--- src/rtl/decode_queue.sv ---
// Decode-and-buffer stage between fetch and issue: decodes raw words into instruction
// packages and queues them in a DEPTH-entry FIFO. Optional counters: DECODE_QUEUE_STATS_EN.
module decode_queue #(
    parameter int XLEN  = 32,
    parameter int DEPTH = 4
) (
    input  logic                       clk,
    input  logic                       rst_n,
    input  logic                       flush,
    input  logic                       in_valid,
    output logic                       in_ready,
    input  logic [31:0]                in_word,
    input  logic [XLEN-1:0]            in_pc,
    output logic                       out_valid,
    input  logic                       out_ready,
    output logic [2:0]                 out_kind,
    output logic [2:0]                 out_cond,
    output logic [4:0]                 out_op,
    output logic [4:0]                 out_rd,
    output logic [4:0]                 out_rs,
    output logic [4:0]                 out_rq,
    output logic [XLEN-1:0]            out_imm,
    output logic [1:0]                 out_shift_type,
    output logic [4:0]                 out_shift_amt,
    output logic [XLEN-1:0]            out_pc,
    output logic                       out_illegal,
    output logic [$clog2(DEPTH+1)-1:0] count
`ifdef DECODE_QUEUE_STATS_EN
    ,
    output logic [15:0]                illegal_cnt,
    output logic [15:0]                flushed_cnt
`endif
);
    localparam int AW = $clog2(DEPTH);
    localparam int CW = $clog2(DEPTH+1);

    localparam logic [2:0] KIND_RRR     = 3'd0;
    localparam logic [2:0] KIND_MEMORY  = 3'd1;
    localparam logic [2:0] KIND_MODEL   = 3'd2;
    localparam logic [2:0] KIND_RRI     = 3'd3;
    localparam logic [2:0] KIND_CUSTOM  = 3'd4;
    localparam logic [2:0] KIND_INVALID = 3'd7;
    localparam logic [4:0] BINOP_CMP    = 5'd16;
    localparam logic [4:0] MEMOP_RR_MAX = 5'd5;
    localparam logic [4:0] MEMOP_RI_MAX = 5'd11;

    typedef struct packed {
        logic [2:0]      kind;
        logic [2:0]      cond;
        logic [4:0]      op;
        logic [4:0]      rd;
        logic [4:0]      rs;
        logic [4:0]      rq;
        logic [XLEN-1:0] imm;
        logic [1:0]      shift_type;
        logic [4:0]      shift_amt;
        logic [XLEN-1:0] pc;
        logic            illegal;
    } entry_t;

    entry_t          dec;
    entry_t          head;
    entry_t          mem [DEPTH];
    logic [AW-1:0]   wr_ptr, rd_ptr;
    logic            full, empty, push, pop;
    logic [XLEN-1:0] imm_s, imm_z;

    assign imm_s = {{(XLEN-11){in_word[10]}}, in_word[10:0]};
    assign imm_z = {{(XLEN-26){1'b0}}, in_word[25:0]};

    always_comb begin
        dec      = '0;
        dec.pc   = in_pc;
        dec.kind = in_word[31:29];
        dec.cond = in_word[28:26];
        dec.op   = in_word[25:21];
        dec.rd   = in_word[20:16];
        dec.rs   = in_word[15:11];
        case (in_word[31:29])
            KIND_RRR: begin
                dec.rq         = in_word[10:6];
                dec.shift_type = in_word[5:4];
                dec.shift_amt  = {1'b0, in_word[3:0]};
                dec.illegal    = in_word[25:21] > BINOP_CMP;
            end
            KIND_RRI: begin
                dec.imm     = imm_s;
                dec.illegal = in_word[25:21] > BINOP_CMP;
            end
            KIND_MEMORY: begin
                if (in_word[25:21] <= MEMOP_RR_MAX)      dec.rq  = in_word[10:6];
                else if (in_word[25:21] <= MEMOP_RI_MAX) dec.imm = imm_s;
                else                                     dec.illegal = 1'b1;
            end
            KIND_MODEL, KIND_CUSTOM: begin
                dec.op  = '0;
                dec.rd  = '0;
                dec.rs  = '0;
                dec.imm = imm_z;
            end
            default: begin
                // Undefined kinds still carry their PC so issue can raise the exception.
                dec.kind    = KIND_INVALID;
                dec.cond    = '0;
                dec.op      = '0;
                dec.rd      = '0;
                dec.rs      = '0;
                dec.illegal = 1'b1;
            end
        endcase
    end

    assign full      = (count == CW'(DEPTH));
    assign empty     = (count == '0);
    assign in_ready  = !full && !flush;
    assign out_valid = !empty;
    assign push      = in_valid && in_ready;
    assign pop       = out_valid && out_ready && !flush;

    always_ff @(posedge clk or negedge rst_n) begin
        if (!rst_n) begin
            wr_ptr <= '0;
            rd_ptr <= '0;
            count  <= '0;
        end else if (flush) begin
            wr_ptr <= '0;
            rd_ptr <= '0;
            count  <= '0;
        end else begin
            if (push) wr_ptr <= wr_ptr + 1'b1;
            if (pop)  rd_ptr <= rd_ptr + 1'b1;
            case ({push, pop})
                2'b10:   count <= count + 1'b1;
                2'b01:   count <= count - 1'b1;
                default: count <= count;
            endcase
        end
    end

    always_ff @(posedge clk) begin
        if (push) mem[wr_ptr] <= dec;
    end

    // Data fields read as zero whenever nothing is queued.
    assign head           = out_valid ? mem[rd_ptr] : '0;
    assign out_kind       = head.kind;
    assign out_cond       = head.cond;
    assign out_op         = head.op;
    assign out_rd         = head.rd;
    assign out_rs         = head.rs;
    assign out_rq         = head.rq;
    assign out_imm        = head.imm;
    assign out_shift_type = head.shift_type;
    assign out_shift_amt  = head.shift_amt;
    assign out_pc         = head.pc;
    assign out_illegal    = head.illegal;

`ifdef DECODE_QUEUE_STATS_EN
    logic [16:0] flushed_sum;
    assign flushed_sum = {1'b0, flushed_cnt} + 17'(count);

    always_ff @(posedge clk or negedge rst_n) begin
        if (!rst_n) begin
            illegal_cnt <= '0;
            flushed_cnt <= '0;
        end else begin
            if (push && dec.illegal && illegal_cnt != 16'hFFFF)
                illegal_cnt <= illegal_cnt + 1'b1;
            if (flush)
                flushed_cnt <= flushed_sum[16] ? 16'hFFFF : flushed_sum[15:0];
        end
    end
`endif
endmodule
--- config.mk ---
export PLATFORM = sky130hd
export DESIGN_NAME = decode_queue
export DESIGN_NICKNAME = d
export VERILOG_FILES = /design/src/rtl/decode_queue.sv
export SDC_FILE = /design/constraint.sdc
export NUM_CORES = 1
export LEC_CHECK = 0
export ABC_AREA = 1
export CAP_MARGIN = 20
export CORE_ASPECT_RATIO = 0.7
export CORE_MARGIN = 2
export CORE_UTILIZATION = 56
export DETAILED_ROUTE_END_ITERATION = 10
export PLACE_DENSITY_LB_ADDON = 0.08
export SLEW_MARGIN = 40
export SYNTH_ARGS = -nofsm -noshare
export SYNTH_HDL_FRONTEND = slang
export SYNTH_SLANG_ARGS = --single-unit
--- constraint.sdc ---
create_clock -name clk -period 6.3 [get_ports clk]
set_input_delay 0.63 -clock clk [delete_from_list [all_inputs] [get_ports clk]]
set_output_delay 0.63 -clock clk [all_outputs]
set_load 0.01 [all_outputs]
==> reports/qor.csv <==
stage;metric;value;unit
cts;clock_root_buffer;sky130_fd_sc_hd__clkbuf_16;
sta;finalClockSkew;7.486;ps
setup_path;critical_path.startpoint;rd_ptr[1]$_DFFE_PN0P_;
die;initial_core_util;57.31;%
sta;timing.final.crit_period;4435;ps
place;hpwl;18720;um
hold_path;hold_path_class;in -> async;
drt;vias_per_cell;5.446;
sta;grt_setup_unrepaired;no;
synth;synthesis.yosys.warnings;0;
synth;yosys-top-cells-count;sky130_fd_sc_hd__nor2_1, sky130_fd_sc_hd__edfxtp_1, sky130_fd_sc_hd__o21ai_0;
grt;wire_length_of_the_first_global_routing_pass;52200;um
setup_path;timing.rr.start;count[0]$_DFFE_PN0P_;
cts;clock_sink_count;375;
drt;detailedRoute.firstIterationViolations;877;
setup_path;timing.critical_path.required;5670;ps
cells_and_area;nets;1506;
cts;clock_path_buffers;3;
place;numPortBuffers;170;
synth;leading_area_contributor_after_synthesis;sky130_fd_sc_hd__edfxtp_1;
sta;post-route-period-util;70.40;%
drt;wl;33850;um
place;finalWeightedCongestion;0.7876;
grt;grtUsageTotal;23.44;%
pwr;p_switching;1.320;mW
pwr;combPwrFrac;13.0;%
synth;synth_sequential_area_ratio;72.82;%
pwr;p_per_area;304.1;mW/mm^2
die;die-area;0.02889;sq mm
sta;actual_slew_at_the_worst_max_slew_pin;797.9;ps
synth;synthesis.instances;1292;
pwr;vdd.ir_drop.worst;194.8;uV
synth;net_count_of_the_mapped_netlist;1366;
cells_and_area;drive_above_1_share;7.084;%
synth;ys_async_sr_fraction;1.867;%
setup_path;setup.worst_path.end_class;primary output;
cells_and_area;number_of_fillers_in_the_final_layout;1943;
sta;total_negative_setup_slack;0;ps
setup_path;startpoint_type;register;
synth;synth_enable_flop_cells;368;
cts;clk_latency;500;ps
pwr;p_seq_share;51.2;%
cts;cts-resized-gates;0;
cts;cts.reportedPaths.clkPinSlew;60;ps
cells_and_area;final_core_utilization;68.34;%
job;maxCapViolations;0;
drt;num_vias;9907;
drt;drt-wirelength-per-cell;18.61;um
sta;final_setup_violation_count;0;
synth;synth_flop_cell;sky130_fd_sc_hd__edfxtp_1;
outcome;outcome;finished clean;
sta;timing.max_slew.rel_slack;46.81;%
pwr;switching_share;23.62;%
synth;synth_unique_cells;31;
pwr;clockPowerShare;35.8;%
grt;grt_antenna_before_repair;3;
synth;synth.top_cells.by_area;sky130_fd_sc_hd__edfxtp_1, sky130_fd_sc_hd__nor2_1, sky130_fd_sc_hd__o21ai_0;
drt;drt_pass1_iterations;5;
synth;synth.most_common_cell;sky130_fd_sc_hd__nor2_1;
setup_path;crit_path_category;reg -> out;
setup_path;worst_path_largest_cell_delay;720;ps
pwr;p_leak;6.419;nW
grt;number_of_global_route_vias_before_repair;9329;
pwr;post-layout-total-power;5.590;mW
cts;ctsHoldBuffers;0;
die;floorplan.die.height;142.8;um
sta;maxSlewViolCount;0;
synth;yosysTopAreaCellShare;71.68;%
sta;hold_viol;0;
setup_path;critical_path_slowest_stage_cell;sky130_fd_sc_hd__clkinv_2;
die;die-width;202.3;um
sta;highest_clock_rate;0.2255;GHz
cts;htree_levels;2;
cells_and_area;syn2layout_area_growth;19.26;%
sta;hold_ws;405.9;ps
cts;number_of_clock_buffers_inserted_by_tritoncts;36;
grt;final_global_route_overflow_total;0;
synth;postSynthRegisterBits;375;
pwr;p_int;4.270;mW
cts;tritoncts;built;
setup_path;critical_path.cell_chain;clkinv_2, buf_4, nor2_1, o21ai_0, a21oi_1, clkdlybuf4s50_1;
setup_path;timing.critical_path.fanout_max;51;
die;floorplan.rows;50;
die;core;0.02690;sq mm
cts;post-cts-setup-buffer-count;0;
die;ioPinCount;172;
grt;grt_start_max_net_pins;93;
drt;drt_antenna_net_count;0;
drt;drt_drc_violations_left;0;
synth;synth_area_per_cell;11.93;sq um
setup_path;critPathArrivalTime;3810;ps
synth;post_synth_instance_area;0.01542;sq mm
## critical path: cells and delay by family (launching register included)
kind            cells  cell delay [ps]
simple gates        1              170
compound gates      2              440
buf+inv             3             1940
flops               1              710
## registers in the layout (all words and copies together) (netlist names)
| signal | cells |
|---|---|
| mem | 368 |
| wr_ptr | 2 |
| count | 3 |
| rd_ptr | 2 |
## kinds of logic after synthesis
family | count (synthesis) | synth area share, %
other cells | 1 | 0.02433
simple gates | 490 | 12.99
compound gates | 286 | 9.334
flops | 375 | 72.82
buf+inv | 134 | 4.318
fa+ha+maj | 5 | 0.4545
xor+xnor | 1 | 0.05682
## final cells by class
| class | instances | area [sq um] | share of cell area (%) |
|---|---|---|---|
| Sequential cell | 375 | 11230 | 61.10 |
| Multi-Input combinational cell | 783 | 3555 | 19.33 |
| Timing Repair Buffer | 185 | 1863 | 10.13 |
| Clock buffer | 45 | 955.9 | 5.199 |
| Tap cell | 364 | 455.4 | 2.477 |
| Inverter | 51 | 198.9 | 1.082 |
| Clock inverter | 15 | 121.4 | 0.6601 |
| Antenna cell | 1 | 2.502 | 0.01361 |
## path summary, 6_finish.rpt
kind | to | slack (ps) | cells past startpoint
max | out_imm[30] | 1860 | 6
min | wr_ptr[1]$_DFFE_PN0P_ | 410 | 1
max reg2reg | mem[0][44]$_DFFE_PP_ | 3640 | 5
min reg2reg | wr_ptr[0]$_DFFE_PN0P_ | 570 | 1
max in group asynchronous | rd_ptr[0]$_DFFE_PN0P_ | 5600 | 1
min in group clk | wr_ptr[0]$_DFFE_PN0P_ | 570 | 1
## cell usage in the layout, fill, tap and decap left out, types with 5 or more instances in the layout
| cell type | synthesis | layout |
|---|---|---|
| sky130_fd_sc_hd__clkbuf_1 | 16 | 8 |
| sky130_fd_sc_hd__clkinv_1 | 0 | 7 |
| sky130_fd_sc_hd__a21oi_1 | 97 | 97 |
| sky130_fd_sc_hd__edfxtp_1 | 368 | 368 |
| sky130_fd_sc_hd__dfrtp_1 | 7 | 5 |
| sky130_fd_sc_hd__nand3_1 | 23 | 23 |
| sky130_fd_sc_hd__nor2_4 | 3 | 7 |
| sky130_fd_sc_hd__o21ai_1 | 59 | 59 |
| sky130_fd_sc_hd__nor2_2 | 13 | 13 |
| sky130_fd_sc_hd__buf_4 | 23 | 10 |
| sky130_fd_sc_hd__clkdlybuf4s50_1 | 0 | 170 |
| sky130_fd_sc_hd__nand2_1 | 35 | 35 |
| sky130_fd_sc_hd__clkbuf_16 | 0 | 37 |
| sky130_fd_sc_hd__inv_1 | 42 | 42 |
| sky130_fd_sc_hd__o21ai_0 | 128 | 128 |
| sky130_fd_sc_hd__nor2_1 | 403 | 399 |
| sky130_fd_sc_hd__inv_2 | 8 | 6 |
| sky130_fd_sc_hd__clkinv_2 | 1 | 6 |
## routing by layer
| layer | vias to the layer above | part of all wire, % | wire length (um) | global-route usage (%) |
|---|---|---|---|---|
| met5 | - | 0.083 | 28 | 0 |
| met4 | 4 | 1.4 | 471 | 5.071 |
| met3 | 46 | 7.1 | 2387 | 4.564 |
| met2 | 350 | 46 | 15440 | 37.00 |
| met1 | 4725 | 46 | 15520 | 34.30 |
| li1 | 4782 | - | - | - |
## power groups by stage
| stage | Clock (mW) | Sequential (mW) | Combinational [mW] |
|---|---|---|---|
| floorplan | 0 | 2.91 | 0.404 |
| global placement | 0 | 2.91 | 0.715 |
| detailed placement | 0 | 2.92 | 0.723 |
| CTS | 2.04 | 2.86 | 0.727 |
| global route | 2.14 | 2.87 | 0.792 |
| finish | 2.00 | 2.86 | 0.726 |
## per-stage QoR
| step | std cells | setup slack [ps] | area [sq um] |
|---|---|---|---|
| 2_1_floorplan | 1292 | 976.9 | 15420 |
| 3_3_place_gp | 1756 | 2385 | 17260 |
| 3_5_place_dp | 1756 | 2339 | 17260 |
| 4_1_cts | 1816 | 1783 | 18340 |
| 5_1_grt | 1818 | 1563 | 18380 |
| 6_report | 1819 | 1865 | 18390 |
(Power assumes the default switching activity.)
